[src/rtl/mmio_bridge_decoder.sv]
// mmio_bridge_decoder: decodes CPU word accesses onto NUM_DEV MMIO devices with ack/timeout response
module mmio_bridge_decoder #(
    parameter int BUS_WIDTH     = 32,
    parameter int NUM_DEV       = 4,
    parameter int DEV_ADDR_BITS = 8,
    parameter int BASE_TAG      = 0,
    parameter int TIMEOUT       = 255,
    localparam int AW       = BUS_WIDTH - 2,
    localparam int WBW      = BUS_WIDTH / 8,
    localparam int IDX_BITS = $clog2(NUM_DEV)
) (
    input  logic                         clock,
    input  logic                         reset,
    input  logic                         cpu_req_valid,
    output logic                         cpu_req_ready,
    input  logic [AW-1:0]                cpu_addr,
    input  logic [BUS_WIDTH-1:0]         cpu_wdata,
    input  logic [WBW-1:0]               cpu_wb,
    output logic                         cpu_resp_valid,
    output logic [BUS_WIDTH-1:0]         cpu_rdata,
    output logic                         cpu_resp_err,
    output logic [NUM_DEV-1:0]           dev_sel,
    output logic [DEV_ADDR_BITS-1:0]     dev_addr,
    output logic [BUS_WIDTH-1:0]         dev_wdata,
    output logic [WBW-1:0]               dev_wb,
    input  logic [NUM_DEV-1:0]           dev_ack,
    input  logic [NUM_DEV*BUS_WIDTH-1:0] dev_rdata
);
    localparam int CW = (TIMEOUT > 1) ? $clog2(TIMEOUT) : 1;

    typedef enum logic [1:0] {IDLE, ACCESS, RESP, ERR} state_t;

    state_t               state, state_n;
    logic [IDX_BITS-1:0]  idx, idx_q;
    logic [CW-1:0]        cnt;
    logic                 accept, hit, tag_ok, ack_sel, tmo;
    logic [BUS_WIDTH-1:0] rdata_sel;

    assign idx            = cpu_addr[DEV_ADDR_BITS +: IDX_BITS];
    assign tag_ok         = (cpu_addr >> (DEV_ADDR_BITS + IDX_BITS)) == AW'(BASE_TAG);
    assign hit            = tag_ok && ({1'b0, idx} < (IDX_BITS + 1)'(NUM_DEV));
    assign cpu_req_ready  = (state == IDLE) && !reset;
    assign accept         = cpu_req_valid && cpu_req_ready;
    assign cpu_resp_valid = state == RESP;
    assign dev_sel        = (state == ACCESS) ? (NUM_DEV'(1) << idx_q) : '0;
    assign ack_sel        = dev_ack[idx_q];
    assign rdata_sel      = dev_rdata[int'(idx_q) * BUS_WIDTH +: BUS_WIDTH];
    assign tmo            = (TIMEOUT != 0) && (cnt == CW'(TIMEOUT - 1));

    // state register
    always_ff @(posedge clock) begin
        if (reset) state <= IDLE;
        else       state <= state_n;
    end

    // next-state: a selected ack takes priority over the timeout in the same cycle
    always_comb begin
        state_n = state;
        case (state)
            IDLE:    if (accept) state_n = hit ? ACCESS : ERR;
            ACCESS:  if (ack_sel || tmo) state_n = RESP;
            ERR:     state_n = RESP;
            default: state_n = IDLE;
        endcase
    end

    // request capture, wait counter and response data/err
    always_ff @(posedge clock) begin
        if (reset) begin
            idx_q        <= '0;
            cnt          <= '0;
            dev_addr     <= '0;
            dev_wdata    <= '0;
            dev_wb       <= '0;
            cpu_rdata    <= '0;
            cpu_resp_err <= 1'b0;
        end else begin
            if (accept) begin
                idx_q     <= idx;
                cnt       <= '0;
                dev_addr  <= cpu_addr[DEV_ADDR_BITS-1:0];
                dev_wdata <= cpu_wdata;
                dev_wb    <= cpu_wb;
            end
            if (state == ACCESS) begin
                if (ack_sel) begin
                    cpu_rdata    <= (dev_wb == '0) ? rdata_sel : '0;
                    cpu_resp_err <= 1'b0;
                end else if (tmo) begin
                    cpu_rdata    <= '0;
                    cpu_resp_err <= 1'b1;
                end else begin
                    cnt <= cnt + 1'b1;
                end
            end
            if (state == ERR) begin
                cpu_rdata    <= '0;
                cpu_resp_err <= 1'b1;
            end
        end
    end
endmodule

[config.mk]
export PLATFORM = sky130hd
export DESIGN_NAME = mmio_bridge_decoder
export DESIGN_NICKNAME = d
export VERILOG_FILES = /design/src/rtl/mmio_bridge_decoder.sv
export SDC_FILE = /design/constraint.sdc
export NUM_CORES = 1
export LEC_CHECK = 0
export ABC_CLOCK_PERIOD_IN_PS = 2300
export CAP_MARGIN = 5
export CORE_AREA = 2 2 111 113
export DETAILED_ROUTE_END_ITERATION = 8
export DIE_AREA = 0 0 113 115
export PLACE_DENSITY = 0.8
export SLEW_MARGIN = 20
export SYNTH_ARGS = -nofsm -noshare
export SYNTH_HDL_FRONTEND = slang
export SYNTH_SLANG_ARGS = --single-unit
[constraint.sdc]
create_clock -name clock -period 2.3 [get_ports clock]
set_clock_uncertainty 0.15 [all_clocks]
set_input_delay 0.46 -clock clock [delete_from_list [all_inputs] [get_ports clock]]
set_output_delay 0.46 -clock clock [all_outputs]
set_load 0.02 [all_outputs]
==> results of run 1 <==
power groups by stage:
stage	sequential (W)	clock [W]	combinational, W
6_report	0.00168	0.00149	0.000991
4_1_cts	0.00168	0.00153	0.000999
3_5_place_dp	0.00171	0	0.000995
3_3_place_gp	0.00171	0	0.000981
5_1_grt	0.00169	0.00160	0.00105
2_1_floorplan	0.00179	0	0.000323
cells in the mapped netlist (2+ instances only):
library cell   n
a211o_1        2
a211oi_1       2
a21oi_1        6
a22o_1        32
and3_1         3
buf_2          3
buf_4          3
clkbuf_1      26
dfxtp_1       89
ha_1           2
inv_1          2
mux2i_1        2
mux4_2        33
nand2_1       98
nand2b_1       4
nand3_1       10
nand3b_1      44
nor2_1         2
nor2b_1        2
nor3_1         4
nor4_1         7
o21ai_0        2
xnor2_1        2
layout make-up:
cell class / count / share of cell area
inverters: 2 / 0.00101
multi-input cells: 272 / 0.291
clock inverters: 6 / 0.00913
clock buffers: 10 / 0.0323
flip-flops and latches: 89 / 0.241
diodes: 1 / 0.000338
repair buffers: 298 / 0.400
well taps: 147 / 0.0248
cells by family (layout without fill, tap and decap cells):
| kind of cell | Yosys count | after routing | share of synthesized area |
|---|---|---|---|
| compound gates | 50 | 50 | 0.0979 |
| xor+xnor | 3 | 3 | 0.00644 |
| fa+ha+maj | 2 | 2 | 0.00613 |
| buf+inv | 35 | 316 | 0.0359 |
| flops | 89 | 89 | 0.437 |
| mux | 35 | 35 | 0.187 |
| other cells | 0 | 1 | 0 |
| simple gates | 182 | 182 | 0.230 |
path summary, 6_finish.rpt:
path / startpoint / end / slack (ps) / cells after the start
setup / recovery: state[0] / cpu_resp_valid / 120 / 3
hold / removal: dev_wdata[6] / dev_wdata[6] / 320 / 2
setup reg to reg: idx_q[0] / cnt[5] / 140 / 5
hold reg to reg: dev_wdata[6] / dev_wdata[6] / 320 / 2
layer usage:
metal  global-route usage  wire length, um  part of all wire
met5                    0                0                 0
met4               0.0894              480             0.031
met3               0.0849             1520             0.098
met2                0.424             7970              0.52
met1                0.250             5500              0.36
tightest hold or removal path, stage by stage, from the launching register on:
cell,delay [ps]
dfxtp_1,310
nand3b_1,70
nand2_1,50
per-stage QoR:
stage	utilization	power (W)	hold slack, ps	area [um^2]
floorplan	-	0.00211	332	4080
global placement	0.601	0.00269	305	7100
detailed placement	0.601	0.00271	314	7100
CTS	0.626	0.00421	327	7400
global route	0.627	0.00434	348	7400
finish	0.627	0.00416	324	7400
state kept, by name (all words and copies together), names as in the netlist:
register,count
cnt,8
cpu_rdata,32
cpu_resp_err,1
dev_addr,8
dev_wb,4
dev_wdata,32
idx_q,2
state,2
what timing repair did:
item / 4_1_cts / 5_1_grt
hold buffers: 0 / 0
resized for setup: 6 / 1
endpoints found under the setup margin: 5 / 1
==> flow_summary.ini, run 1 <==
[status]
run_status = finished with violations
violations = DRC

[logic_synthesis]
synth_area_leader_cell = dfxtp_1
ys_async_sr_fraction = 0
synth_cells = 396
synth_nets = 599
avgSynthCellArea_um2 = 10.3
synthesis.area_um2 = 4080
yosysUniqueCellTypes = 39
synth_edf_count = 0
ys_seq_area_frac = 0.437
ys.flop_type = dfxtp_1
ys_seq_elements = 89
synth_top_area_frac = 0.437
synth_area_leaders = dfxtp_1 (44%), mux4_2 (18%), nand2_1 (9.0%)
ys_warn_count = 0

[routing]
wl_per_cell_um = 18.8
drc_errors = 20
first_pass_iters = 7
antenna_left = 0
vias = 4281
wirelength_um = 15500
vias_per_cell = 5.19
drt_iter0_drc = 422

[power]
intPower_w = 0.00311
p_seq_frac = 0.404
vdd_drop_max_mv = 0.425
switching_share = 0.253
power_frac_comb = 0.238
power_density_nw_per_um2 = 562
p_clk_frac = 0.358
p_switching_w = 0.00105
static-leakage-power_nw = 2.86

[critical_path]
cp_max_fo = 5
max_stage_delay_ps = 620
crit_type = flip-flop to output port
worst-path-buf-inv = 2
cp.arrival_ps = 1570
cp-start-kind = flip-flop
required_ps = 1690
crit_family = buffers and inverters
crit_chain = buf_4 > nor2b_1 > clkdlybuf4s50_1
slowest_stage = clkdlybuf4s50_1
end_kind = output port

[clock_network]
clk_latency_ps = 350
clk_pin_slew_ps = 60
clkSinkCount = 89
cts_buffers = 9
cts_buffer_depth = 2
cts_tree = done
cts_root_buf = clkbuf_16
cts_max_level = 3
post_cts_buffers = 0

[floorplan]
die_w_um = 113
core_um2 = 11800
die_height_um = 115
start_util = 0.345
io_pins = 284
fp-row-count = 40
die_area_um2 = 13000

[cells_and_area]
final_common_cell = clkdlybuf4s50_1
final_cells = 825
area_growth_pct = 81.5
multiInputGateArea_um2 = 2160
drive_above_1_share = 0.106
fillers = 967
mostFrequentLayoutCells = clkdlybuf4s50_1 (277), nand2_1 (97), dfxtp_1 (86)
finalNetCount = 875
ff_latch_area_um2 = 1790

[sta]
min_period_ps = 2180
fmax_ghz = 0.460
fin_ws_ps = 124
final_hold_viol_count = 0
grt_setup_unrepaired = false
tightest_slew_ps = 547
setup_viol = 0
relSlewSlack = 0.635
post-route-period-util = 0.946
setup_tns_ps = 0
maxSlewViolCount = 0

[global_route]
grt_pass1_vias = 4391
antenna_found_initial = 1
grt_usage = 0.234
grt_pass1_wl_um = 23400
grt_max_degree = 61
overflow = 0

[worst_hold_path]
hold_class = flip-flop to flip-flop

[placement]
dp.cells = 808
place_ws_ps = -171
portBuffers = 283
globalplace.congestion = 0.849
hpwlAfterDp_um = 12200

[flow_run]
drv_cap = 0
Note: power is estimated with default switching activity, not from simulation.
==> run 2: changes to the inputs <==
--- a/config.mk
+++ b/config.mk
@@ -8,6 +8,7 @@
 export ABC_CLOCK_PERIOD_IN_PS = 2300
 export CAP_MARGIN = 5
 export CORE_AREA = 2 2 111 113
+export CTS_CLUSTER_SIZE = 16
 export DETAILED_ROUTE_END_ITERATION = 8
 export DIE_AREA = 0 0 113 115
 export PLACE_DENSITY = 0.8
==> results of run 2 <==
Same layout as run 1: the final DEF is identical, and so are final timing and power.
